--- config.mk ---
export PLATFORM = sky130hd
export DESIGN_NAME = disp_demux
export DESIGN_NICKNAME = d
export VERILOG_FILES = /design/src/rtl/disp_demux.sv
export SDC_FILE = /design/constraint.sdc
export NUM_CORES = 1
export LEC_CHECK = 0
export BUFFER_PORTS_ARGS = -buffer_cell sky130_fd_sc_hd__buf_2
export CAP_MARGIN = 10
export CORE_MARGIN = 2
export CORE_UTILIZATION = 50
export CTS_CLUSTER_DIAMETER = 80
export DETAILED_ROUTE_END_ITERATION = 7
export PLACE_DENSITY = 0.81
export SYNTH_ARGS = -nofsm -noshare
export SYNTH_HDL_FRONTEND = slang
export SYNTH_SLANG_ARGS = --single-unit
--- constraint.sdc ---
create_clock -name clk -period 1.9 [get_ports clk]
set_input_delay 0.38 -clock clk [delete_from_list [all_inputs] [get_ports clk]]
set_output_delay 0.38 -clock clk [all_outputs]
set_load 0.02 [all_outputs]
--- src/rtl/disp_demux.sv ---
// -----------------------------------------------------------------------------
// disp_demux
//   Receive side of a 4-digit multiplexed 7-segment bus (sseg/an). The scanned
//   anode/segment stream is registered once and deglitched. Each stable
//   pattern is then classified as a digit capture, blanking or an illegal
//   anode pattern. The block rebuilds the four per-digit segment bytes and
//   reports frame completion, illegal anode patterns and a stalled scan.
//
// Parameters
//   SETTLE     consecutive identical samples of {an,sseg} needed to accept (2..15)
//   TIMEOUT_W  watchdog width; stale after 2^TIMEOUT_W-1 cycles without capture
//
// Ports
//   clk         in   1  system clock, rising edge
//   rst         in   1  synchronous reset, active-low
//   sseg        in   8  segment bus, active-low {dp,g..a}
//   an          in   4  anode bus, active-low one-hot (E=digit0 .. 7=digit3)
//   out0..out3  out  8  last accepted segment byte per digit
//   valid       out  4  bit i set once digit i has been captured since reset
//   frame_done  out  1  pulse when digits 0..3 all captured in the current frame
//   an_err      out  1  pulse when a stable illegal anode pattern is accepted
//   stale       out  1  level, no capture within the watchdog window
// -----------------------------------------------------------------------------
module disp_demux #(
  parameter int SETTLE    = 4,
  parameter int TIMEOUT_W = 18
) (
  input  logic       clk,
  input  logic       rst,
  input  logic [7:0] sseg,
  input  logic [3:0] an,
  output logic [7:0] out0,
  output logic [7:0] out1,
  output logic [7:0] out2,
  output logic [7:0] out3,
  output logic [3:0] valid,
  output logic       frame_done,
  output logic       an_err,
  output logic       stale
);

  localparam logic [3:0]           SETTLE_C  = 4'(SETTLE);
  localparam logic [3:0]           SETTLE_M1 = 4'(SETTLE - 1);
  localparam logic [TIMEOUT_W-1:0] WD_MAX    = {TIMEOUT_W{1'b1}};
  localparam logic [TIMEOUT_W-1:0] WD_ONE    = {{(TIMEOUT_W-1){1'b0}}, 1'b1};

  typedef enum logic [0:0] {
    SYNC = 1'b0,
    RUN  = 1'b1
  } state_t;

  // True when exactly one anode line is driven low.
  function automatic logic is_onehot_low(input logic [3:0] a);
    logic r;
    case (a)
      4'hE, 4'hD, 4'hB, 4'h7: r = 1'b1;
      default:                r = 1'b0;
    endcase
    return r;
  endfunction

  // Digit index of a one-hot-low anode pattern (0 for anything else).
  function automatic logic [1:0] digit_idx(input logic [3:0] a);
    logic [1:0] r;
    case (a)
      4'hE:    r = 2'd0;
      4'hD:    r = 2'd1;
      4'hB:    r = 2'd2;
      4'h7:    r = 2'd3;
      default: r = 2'd0;
    endcase
    return r;
  endfunction

  logic [3:0]           an_q, an_p;
  logic [7:0]           sseg_q, sseg_p;
  logic [3:0]           cnt;
  logic [3:0]           seen;
  logic [TIMEOUT_W-1:0] wd;
  state_t               state;

  logic                 same_s;
  logic                 accept_s;
  logic                 cap_s;
  logic                 err_s;
  logic [1:0]           idx_s;
  logic [3:0]           bit_s;
  logic [TIMEOUT_W-1:0] wd_next_s;

  // Accept decode, classification and next watchdog value.
  always_comb begin
    same_s    = ({an_q, sseg_q} == {an_p, sseg_p});
    // Accept only on the cnt SETTLE-1 -> SETTLE transition, once per stable period.
    accept_s  = same_s && (cnt == SETTLE_M1);
    cap_s     = accept_s && is_onehot_low(an_q);
    err_s     = accept_s && !is_onehot_low(an_q) && (an_q != 4'hF);
    idx_s     = digit_idx(an_q);
    bit_s     = 4'b0001 << idx_s;
    if (cap_s) begin
      wd_next_s = '0;
    end else if (wd == WD_MAX) begin
      wd_next_s = wd;
    end else begin
      wd_next_s = wd + WD_ONE;
    end
  end

  // Input sampling, previous-sample register and stability counter.
  always_ff @(posedge clk) begin
    if (!rst) begin
      an_q   <= 4'hF;
      sseg_q <= 8'hFF;
      an_p   <= 4'hF;
      sseg_p <= 8'hFF;
      cnt    <= 4'd0;
    end else begin
      an_q   <= an;
      sseg_q <= sseg;
      an_p   <= an_q;
      sseg_p <= sseg_q;
      if (!same_s) begin
        cnt <= 4'd1;
      end else if (cnt < SETTLE_C) begin
        cnt <= cnt + 4'd1;
      end else begin
        cnt <= cnt;
      end
    end
  end

  // Per-digit capture registers, valid mask and illegal-pattern pulse.
  always_ff @(posedge clk) begin
    if (!rst) begin
      out0   <= 8'hFF;
      out1   <= 8'hFF;
      out2   <= 8'hFF;
      out3   <= 8'hFF;
      valid  <= 4'b0000;
      an_err <= 1'b0;
    end else begin
      an_err <= err_s;
      if (cap_s) begin
        valid <= valid | bit_s;
        case (idx_s)
          2'd0:    out0 <= sseg_q;
          2'd1:    out1 <= sseg_q;
          2'd2:    out2 <= sseg_q;
          2'd3:    out3 <= sseg_q;
          default: out0 <= out0;
        endcase
      end
    end
  end

  // Watchdog counter and registered stale level.
  always_ff @(posedge clk) begin
    if (!rst) begin
      wd    <= '0;
      stale <= 1'b0;
    end else begin
      wd    <= wd_next_s;
      stale <= (wd_next_s == WD_MAX);
    end
  end

  // Frame tracking FSM: SYNC waits for a digit0 capture, RUN collects digits.
  always_ff @(posedge clk) begin
    if (!rst) begin
      state      <= SYNC;
      seen       <= 4'b0000;
      frame_done <= 1'b0;
    end else begin
      frame_done <= 1'b0;
      case (state)
        SYNC: begin
          if (cap_s && (idx_s == 2'd0)) begin
            seen  <= 4'b0001;
            state <= RUN;
          end else begin
            seen  <= seen;
            state <= SYNC;
          end
        end
        RUN: begin
          if (err_s) begin
            seen  <= 4'b0000;
            state <= SYNC;
          end else if (cap_s) begin
            if ((seen & bit_s) != 4'b0000) begin
              // Repeated digit: restart the frame from this digit. Only a
              // repeated digit0 is a valid frame start, others resynchronise.
              seen  <= bit_s;
              state <= (idx_s == 2'd0) ? RUN : SYNC;
            end else if ((seen | bit_s) == 4'hF) begin
              frame_done <= 1'b1;
              seen       <= 4'b0000;
              state      <= RUN;
            end else begin
              seen  <= seen | bit_s;
              state <= RUN;
            end
          end else begin
            seen  <= seen;
            state <= RUN;
          end
        end
        default: begin
          seen  <= 4'b0000;
          state <= SYNC;
        end
      endcase
    end
  end

endmodule

# Word level (Yosys, flattened, before mapping)
# Cells that the tools add are included.
dict set report totals {
  register_bits 90
  inputBits 14
  out_inout_bits 39
  elab_cells 78
}
dict set report classes {
  n_addsub 2
  order_cmp 1
  eq_ne 16
  n_shift 1
  n_mux 19
  bitwise 6
  n_reduce_logical 16
}
# cell count
set ops {}
lappend ops {{18-bit equality test (second input constant)} 2}
lappend ops {{18-bit two-way mux} 2}
lappend ops {{4-bit two-way mux} 5}
lappend ops {{18-bit by 1-bit adder with 18-bit output (second input constant)} 1}
lappend ops {{4-bit equality test (second input constant)} 4}
lappend ops {{12-bit equality test} 1}
lappend ops {{2-bit AND reduction} 6}
lappend ops {{1-bit two-way mux} 9}
lappend ops {{4-bit OR} 2}
lappend ops {{4-bit one-hot mux with 2 select lines} 1}
lappend ops {{2-bit one-hot mux with 3 select lines} 1}
lappend ops {{1-bit logical AND} 5}
lappend ops {{5-bit OR reduction} 1}
lappend ops {{4-bit by 1-bit adder with 4-bit output (second input constant)} 1}
lappend ops {{4-bit bitwise AND} 1}
lappend ops {{2-bit equality test (second input constant)} 2}
lappend ops {{4-bit by 2-bit equality test with 1-bit output (second input constant)} 1}
lappend ops {{4-bit by 3-bit equality test with 1-bit output (second input constant)} 1}
lappend ops {{4-bit by 3-bit < comparator with 1-bit output (second input constant)} 1}
lappend ops {{4-bit inequality test (second input constant)} 1}
lappend ops {{4-bit nonzero test} 1}
lappend ops {{4-bit OR reduction} 1}
lappend ops {{1-bit by 2-bit left shift with 4-bit output (first input constant)} 1}
lappend ops {{3-bit by 1-bit inequality test with 1-bit output (second input constant)} 1}
lappend ops {{7 further kinds} 9}

# Depth between registers and ports, before layout
# Gate-level depths: netlist of run 1.
dict set report logic_depth {
  depth_word 10
  depth_mapped 8
  mapped_depth_nobuf 7
}

# Worst setup path after synthesis of run 1
# OpenSTA, ideal clock, no wires.
dict set report synth_timing {
  path_kind {reg-to-reg}
  start {register wd[0]}
  end {register stale}
  setup_ns 0.088
  t_arrival_ns 1.855
  required_time_ns 1.812
  path_slack_ns -0.043
  stages_incl_launch_ff 9
  path_buffers 1
  synth_period_minus_slack_ns 1.943
  path_cell_list {dfxtp_1 > ha_1 > nand4_4 > nor3_4 > nand2_1 > buf_2 > a21oi_1 > nand4_1 > nor4_2}
}
dict set report synth_between {
  elab_chain_len 4
}
# item line
set synth_lines {}
lappend synth_lines {{start, declared} 79} ;# logic [TIMEOUT_W-1:0] wd;
lappend synth_lines {{start signal, assigned} 161} ;# wd <= wd_next_s;
lappend synth_lines {{18-bit by 1-bit adder with 18-bit output or 18-bit equality test (tied branches)} {104, 101}}
lappend synth_lines {{18-bit two-way mux (*)} 101} ;# end else if (wd == WD_MAX) begin
lappend synth_lines {{18-bit two-way mux (*)} 99} ;# if (cap_s) begin
lappend synth_lines {{18-bit equality test (*)} 162} ;# stale <= (wd_next_s == WD_MAX);
lappend synth_lines {{end signal, assigned} 162}
lappend synth_lines {{end, declared} 39} ;# output logic stale
# Every way passes the cells marked *; elsewhere a longest branch is shown, timed or not.
# A chain may end at the register's enable or synchronous reset.

# Final worst setup path of run 1
dict set report layout_timing {
  start {register sseg_q[2]}
  end {register out1[0]}
}
dict set report layout_between {
  elab_chain_len 4
}
# item line
set layout_lines {}
lappend layout_lines {{start, declared} 76} ;# logic [7:0] sseg_q, sseg_p;
lappend layout_lines {{start signal, assigned} 118} ;# sseg_q <= sseg;
lappend layout_lines {{12-bit equality test} 92} ;# same_s = ({an_q, sseg_q} == {an_p, sseg_p});
lappend layout_lines {{1-bit logical AND} 94} ;# accept_s = same_s && (cnt == SETTLE_M1);
lappend layout_lines {{1-bit logical AND} 95} ;# cap_s = accept_s && is_onehot_low(an_q);
lappend layout_lines {{2-bit AND reduction (no source line)} -}
lappend layout_lines {{end signal, assigned} 146} ;# 2'd1: out1 <= sseg_q;
lappend layout_lines {{end, declared} 33} ;# output logic [7:0] out1,
# No other way between the ends.

==> results of run 1 <==
==> layer usage <==
layer | global-route usage | vias up | wire length (um)
li1 | - | 1646 | -
met1 | 0.265 | 1644 | 3920
met2 | 0.441 | 123 | 5300
met3 | 0.0674 | 26 | 583
met4 | 0.123 | 0 | 260
met5 | 0 | - | 0
==> worst register-to-register path, stage by stage, from the launching register on <==
cell	delay, ps
dfxtp_1	330
xor2_1	180
nor4_2	370
nand4_1	160
buf_6	180
nor3_4	170
buf_6	140
buf_12	110
mux2i_1	210
nand2_1	70
==> power breakdown <==
part / internal (mW) / switching, mW / leakage (nW)
logic: 0.159 / 0.155 / 1.24
clock network: 0.760 / 0.703 / 0.109
registers: 1.92 / 0.0284 / 0.732
total: 2.83 / 0.887 / 2.08
==> flip-flops by register name, indices dropped and copies added (netlist names) <==
name        cells
sseg_q          8
out3            8
state           1
out1            8
sseg_p          8
cnt             4
wd             18
an_p            4
out0            8
out2            8
stale           1
seen            4
an_err          1
valid           4
an_q            4
frame_done      1
==> path summary, 6_finish.rpt <==
check                           cells after the start      start        to
worst min register to register                      1   valid[0]  valid[0]
worst max register to register                      9  sseg_q[2]   out1[0]
worst min-delay path                                2      an[1]   an_q[1]
worst max-delay path                                9  sseg_q[2]   out1[0]
==> timing repair <==
action,in CTS,in global routing
endpoints found under the setup margin,58,61
buffers inserted,13,5
cloned,3,0
gates resized for setup,36,13
pin swaps,13,7
==> synthesized netlist by cell type, types with 3 or more instances <==
master	n	area (um2)
a21oi_1	12	60.1
a31oi_1	4	25.0
and2_1	5	31.3
and3_1	8	50.1
and4_1	4	35.0
and4b_1	3	30.0
buf_2	5	25.0
buf_4	5	37.5
clkbuf_1	8	30.0
dfxtp_1	90	1800
inv_1	4	15.0
mux2i_1	33	330
nand2_1	49	184
nand2b_1	22	138
nand3_1	6	30.0
nand4_1	9	56.3
nand4b_1	3	26.3
nor2_1	30	113
nor3_1	11	55.1
nor3b_1	3	22.5
nor4_1	6	37.5
o21a_1	5	37.5
o21ai_0	6	30.0
or2_2	3	18.8
xnor2_1	12	105
xor2_1	13	114
==> cell usage in the layout (no fill, tap or decap), types with 9 or more instances in the layout <==
cell      Yosys  layout
dfxtp_1      90      84
clkbuf_8      0       9
nand4_1       9       9
a21oi_1      12      12
buf_2         5      52
nand2b_1     22      22
xor2_1       13      12
buf_4         5      66
buf_6         2      13
nor2_1       30      29
xnor2_1      12      10
nand2_1      49      49
mux2i_1      33      31
==> cells by family after synthesis <==
group | synth area share
AND/OR/NAND/NOR | 0.258
flip-flops | 0.468
AO/OA/AOI/OAI | 0.0819
multiplexers | 0.0888
XOR/XNOR | 0.0569
buffers and inverters | 0.0348
adder cells (fa/ha/maj) | 0.0117
==> area by class of cell <==
cell class	instances	area (um2)	area share
well taps	99	124	0.0238
inverters	4	15.0	0.00288
flip-flops and latches	90	1810	0.349
repair buffers	135	982	0.189
clock inverters	6	96.3	0.0185
clock buffers	10	128	0.0245
multi-input cells	285	2050	0.393
==> reports/qor.csv, run 1 <==
stage,metric,value,unit
status,status,"complete, but fails checks",
status,violations,setup timing,
power_and_ir_drop,total_power,3.72,mW
drt,dr.pass1.iters,5,
timing,finClkSkew,10.6,ps
power_and_ir_drop,power.leakage,2.08,nW
synthesis,synth_ff_type,dfxtp_1,
floorplan,rows,31,
floorplan,die_w,91.7,um
clock_network,clock-sinks,90,
synthesis,async_flop_share,0,
drt,drt_iter0_markers,186,
drt,wl,10.1,mm
placed_design,dp_hpwl,6.41,mm
placed_design,place_inst,593,
synthesis,synth_nets,416,
setup_path,cp-start-kind,flip-flop,
timing,period_share,1.07,
setup_path,cp_top_family,simple AND/OR/NAND/NOR gates,
timing,finalSetupTns,-2250,ps
clock_network,cts_buffers,9,
timing,slew_headroom,0.699,
cells_and_area,finalNetCount,541,
setup_path,critPathRequiredTime,2150,ps
setup_path,cp.arrival,2280,ps
placed_design,gp_congestion,0.931,
global_routing,antenna_found_initial,0,
synthesis,ys_ff_latch,90,
synthesis,netlist_area,3850,um2
floorplan,die-area,8420,um2
setup_path,critPathMaxStageDelay,370,ps
timing,hold-worst-slack,191,ps
cells_and_area,final_cells,629,
floorplan,start_util,0.522,
global_routing,grt_max_degree,74,
synthesis,syn_avg_cell_area,9.62,um2
synthesis,seq_area_frac_synth,0.468,
synthesis,ys_types,57,
floorplan,core_area,7370,um2
timing,hold_viol,0,
clock_network,clock-root-buffer,clkbuf_8,
global_routing,grt_pass1_wl,16.4,mm
clock_network,cts_hold_buf,0,
synthesis,yosysWarningCount,0,
drt,wl_per_cell,16.0,um
worst_hold_path,min_path_type,primary input to flip-flop,
cells_and_area,fin_area,5200,um2
synthesis,synth_edf_count,0,
job,drv_cap,0,
setup_path,critical-path-slowest-cell,nor4_2,
placed_design,place_area,4660,um2
timing,worst_slew_pin_slew,445,ps
cells_and_area,fill_cells,536,
timing,fmaxAchievable,491,MHz
timing,fin_ws,-135,ps
power_and_ir_drop,vdd_ir_drop_max,0.000523,V
drt,drc,0,
timing,final_max_slew_viol_count,0,
placed_design,pre_cts_ws,-231,ps
clock_network,clkLatencyLatePin,370,ps
floorplan,ioPinCount,53,
setup_path,path_cells,xor2_1 > nor4_2 > nand4_1 > buf_6 > nor3_4 > buf_6 > buf_12 > mux2i_1 > nand2_1,
global_routing,grt_usage,0.246,
clock_network,h-tree-depth,3,
drt,num_vias,3439,
cells_and_area,drive_above_1_share,0.360,
clock_network,cts_buffer_depth,2,
timing,setup_viol,37,
cells_and_area,final_util,0.706,
drt,viasPerCell,5.47,
synthesis,netlist_instances,400,
drt,ant_nets,0,
power_and_ir_drop,power.density,715,nW/um2
setup_path,cp-end-kind,flip-flop,
clock_network,cts.reportedPaths.clkPinSlew,90,ps
setup_path,critPathMaxFanout,5,
clock_network,cts_tree,yes,
global_routing,grt.overflow.total,0,
global_routing,grt_pass1_vias,3543,
setup_path,crit_buf_inv,3,
floorplan,die_h,91.7,um
setup_path,path_common_cell,buf_6,
timing,min_period,2040,ps
setup_path,r2r_setup_slack,-140,ps
placed_design,portBuffers,52,
timing,rsz0062_at_grt,true,
cells_and_area,antenna_cells,0,
setup_path,critical_path_class,flip-flop to flip-flop,
cells_and_area,syn2layout_area_growth,35.2,%
(Power assumes the default switching activity.)
==> run 2: changes to the inputs <==
Settings changed: REMOVE_ABC_BUFFERS set to 1.
==> run 2 against run 1 <==
Compared with the run above:
- the flow still finishes with violations (setup timing)
- count of clock-buffer cells in the layout is the same
- sequential share of layout area is 0.53 points higher
- routed wire length shrank 1.5%
- cell count fell by 0.64%
- final area fell by 1.3%
- core utilization decreased by 0.92 points
- first-iteration DRC count up 9.1%
- total power shrank 3.1%
- critical path depth fell by 1
- critical endpoint is now out2[6]
==> reports/qor.csv, run 2 (synthesized netlist as in run 1, its figures left out) <==
stage,metric,value,unit
cells_and_area,fin_area,5140,um2
clock_network,cts_buffer_depth,2,
job,drv_cap,0,
global_routing,antenna_found_initial,0,
timing,final_max_slew_viol_count,0,
setup_path,cp.arrival,2330,ps
global_routing,grt.overflow.total,0,
timing,min_period,2090,ps
power_and_ir_drop,vdd_ir_drop_max,0.000652,V
placed_design,place_area,4690,um2
floorplan,start_util,0.522,
drt,num_vias,3383,
timing,hold-worst-slack,184,ps
status,status,"complete, but fails checks",
setup_path,critPathMaxFanout,7,
drt,drt_iter0_markers,203,
placed_design,gp_congestion,0.885,
drt,ant_nets,0,
floorplan,ioPinCount,53,
setup_path,critical_path_class,flip-flop to flip-flop,
clock_network,cts_buffers,9,
clock_network,cts_tree,yes,
clock_network,clock-sinks,90,
timing,fmaxAchievable,478,MHz
timing,finalSetupTns,-3400,ps
global_routing,grt_max_degree,74,
drt,drc,0,
clock_network,cts_hold_buf,0,
floorplan,die_h,91.7,um
floorplan,core_area,7370,um2
setup_path,rr_worst_depth,8,
timing,slew_headroom,0.705,
cells_and_area,syn2layout_area_growth,33.5,%
power_and_ir_drop,power.density,702,nW/um2
clock_network,clock-root-buffer,clkbuf_8,
cells_and_area,largest_reg_flops,18,
status,violations,setup timing,
timing,setup_viol,42,
clock_network,h-tree-depth,3,
clock_network,clkLatencyLatePin,370,ps
drt,wl,9.91,mm
drt,viasPerCell,5.41,
clock_network,cts.reportedPaths.clkPinSlew,100,ps
cells_and_area,final_util,0.697,
timing,rsz0062_at_grt,true,
cells_and_area,fill_cells,539,
cells_and_area,antenna_cells,0,
global_routing,grt_usage,0.237,
timing,finClkSkew,12.3,ps
timing,worst_slew_pin_slew,441,ps
floorplan,rows,31,
placed_design,portBuffers,52,
cells_and_area,top_register,wd,
power_and_ir_drop,power.leakage,2.00,nW
setup_path,cp-start-kind,flip-flop,
timing,fin_ws,-190,ps
floorplan,die_w,91.7,um
timing,period_share,1.10,
placed_design,dp_hpwl,6.35,mm
drt,dr.pass1.iters,5,
cells_and_area,final_common_cell,dfxtp_1,
setup_path,critPathRequiredTime,2140,ps
timing,hold_viol,0,
worst_hold_path,min_path_type,primary input to flip-flop,
drt,wl_per_cell,15.9,um
setup_path,cp-end-kind,flip-flop,
cells_and_area,mostFrequentLayoutCells,"dfxtp_1, buf_4, buf_2",
cells_and_area,drive_above_1_share,0.375,
cells_and_area,multi_input_area,2050,um2
floorplan,die-area,8420,um2
cells_and_area,finalNetCount,537,
global_routing,grt_pass1_wl,15.8,mm
placed_design,place_inst,597,
worst_hold_path,holdPathStages,2,
cells_and_area,final_cells,625,
cells_and_area,ff_latch_area,1820,um2
global_routing,grt_pass1_vias,3370,
## run 2: cell type report
class	instances	share of cell area
Timing Repair Buffer	131	0.179
Tap cell	99	0.0241
Multi-Input combinational cell	285	0.399
Sequential cell	90	0.354
Clock buffer	10	0.0268
Clock inverter	6	0.0141
Inverter	4	0.00292
## run 2: metrics by stage
step	worst slack [ps]	power [mW]
floorplan	-661	2.09
global placement	-114	2.21
detailed placement	-205	2.22
CTS	-130	3.59
global route	-262	3.73
finish	-190	3.61
## run 2: metal layers
layer | track usage | vias to the layer above | wire length [um]
li1 | - | 1639 | -
met1 | 0.285 | 1579 | 3980
met2 | 0.407 | 134 | 4930
met3 | 0.0468 | 31 | 639
met4 | 0.109 | 0 | 369
met5 | 0 | - | 0
## run 2: critical path, stage by stage, from the launching register on
cell	delay, ps
dfxtp_4	400
clkbuf_2	180
nand3_1	150
nor2_1	160
and2b_2	300
nor3b_4	270
buf_12	160
mux2i_1	230
nand2_1	100
## run 2: path summary, 6_finish.rpt
path,from,end,slack [ps]
max,an_q[2],out2[6],-190
min,sseg[6],sseg_q[6],180
max reg2reg,an_q[2],out2[6],-190
min reg2reg,valid[0],valid[0],470
## run 2: what timing repair did
action	4_1_cts	5_1_grt
buffers inserted	7	8
resized for setup	27	21
cloned	1	0
setup endpoints to repair	57	59
pin swaps	13	13
## run 2: report_power, final
part	switching [mW]	total (mW)	internal [mW]
combinational	0.150	0.285	0.135
sequential	0.0281	1.94	1.92
clock	0.719	1.38	0.658
total	0.897	3.61	2.71
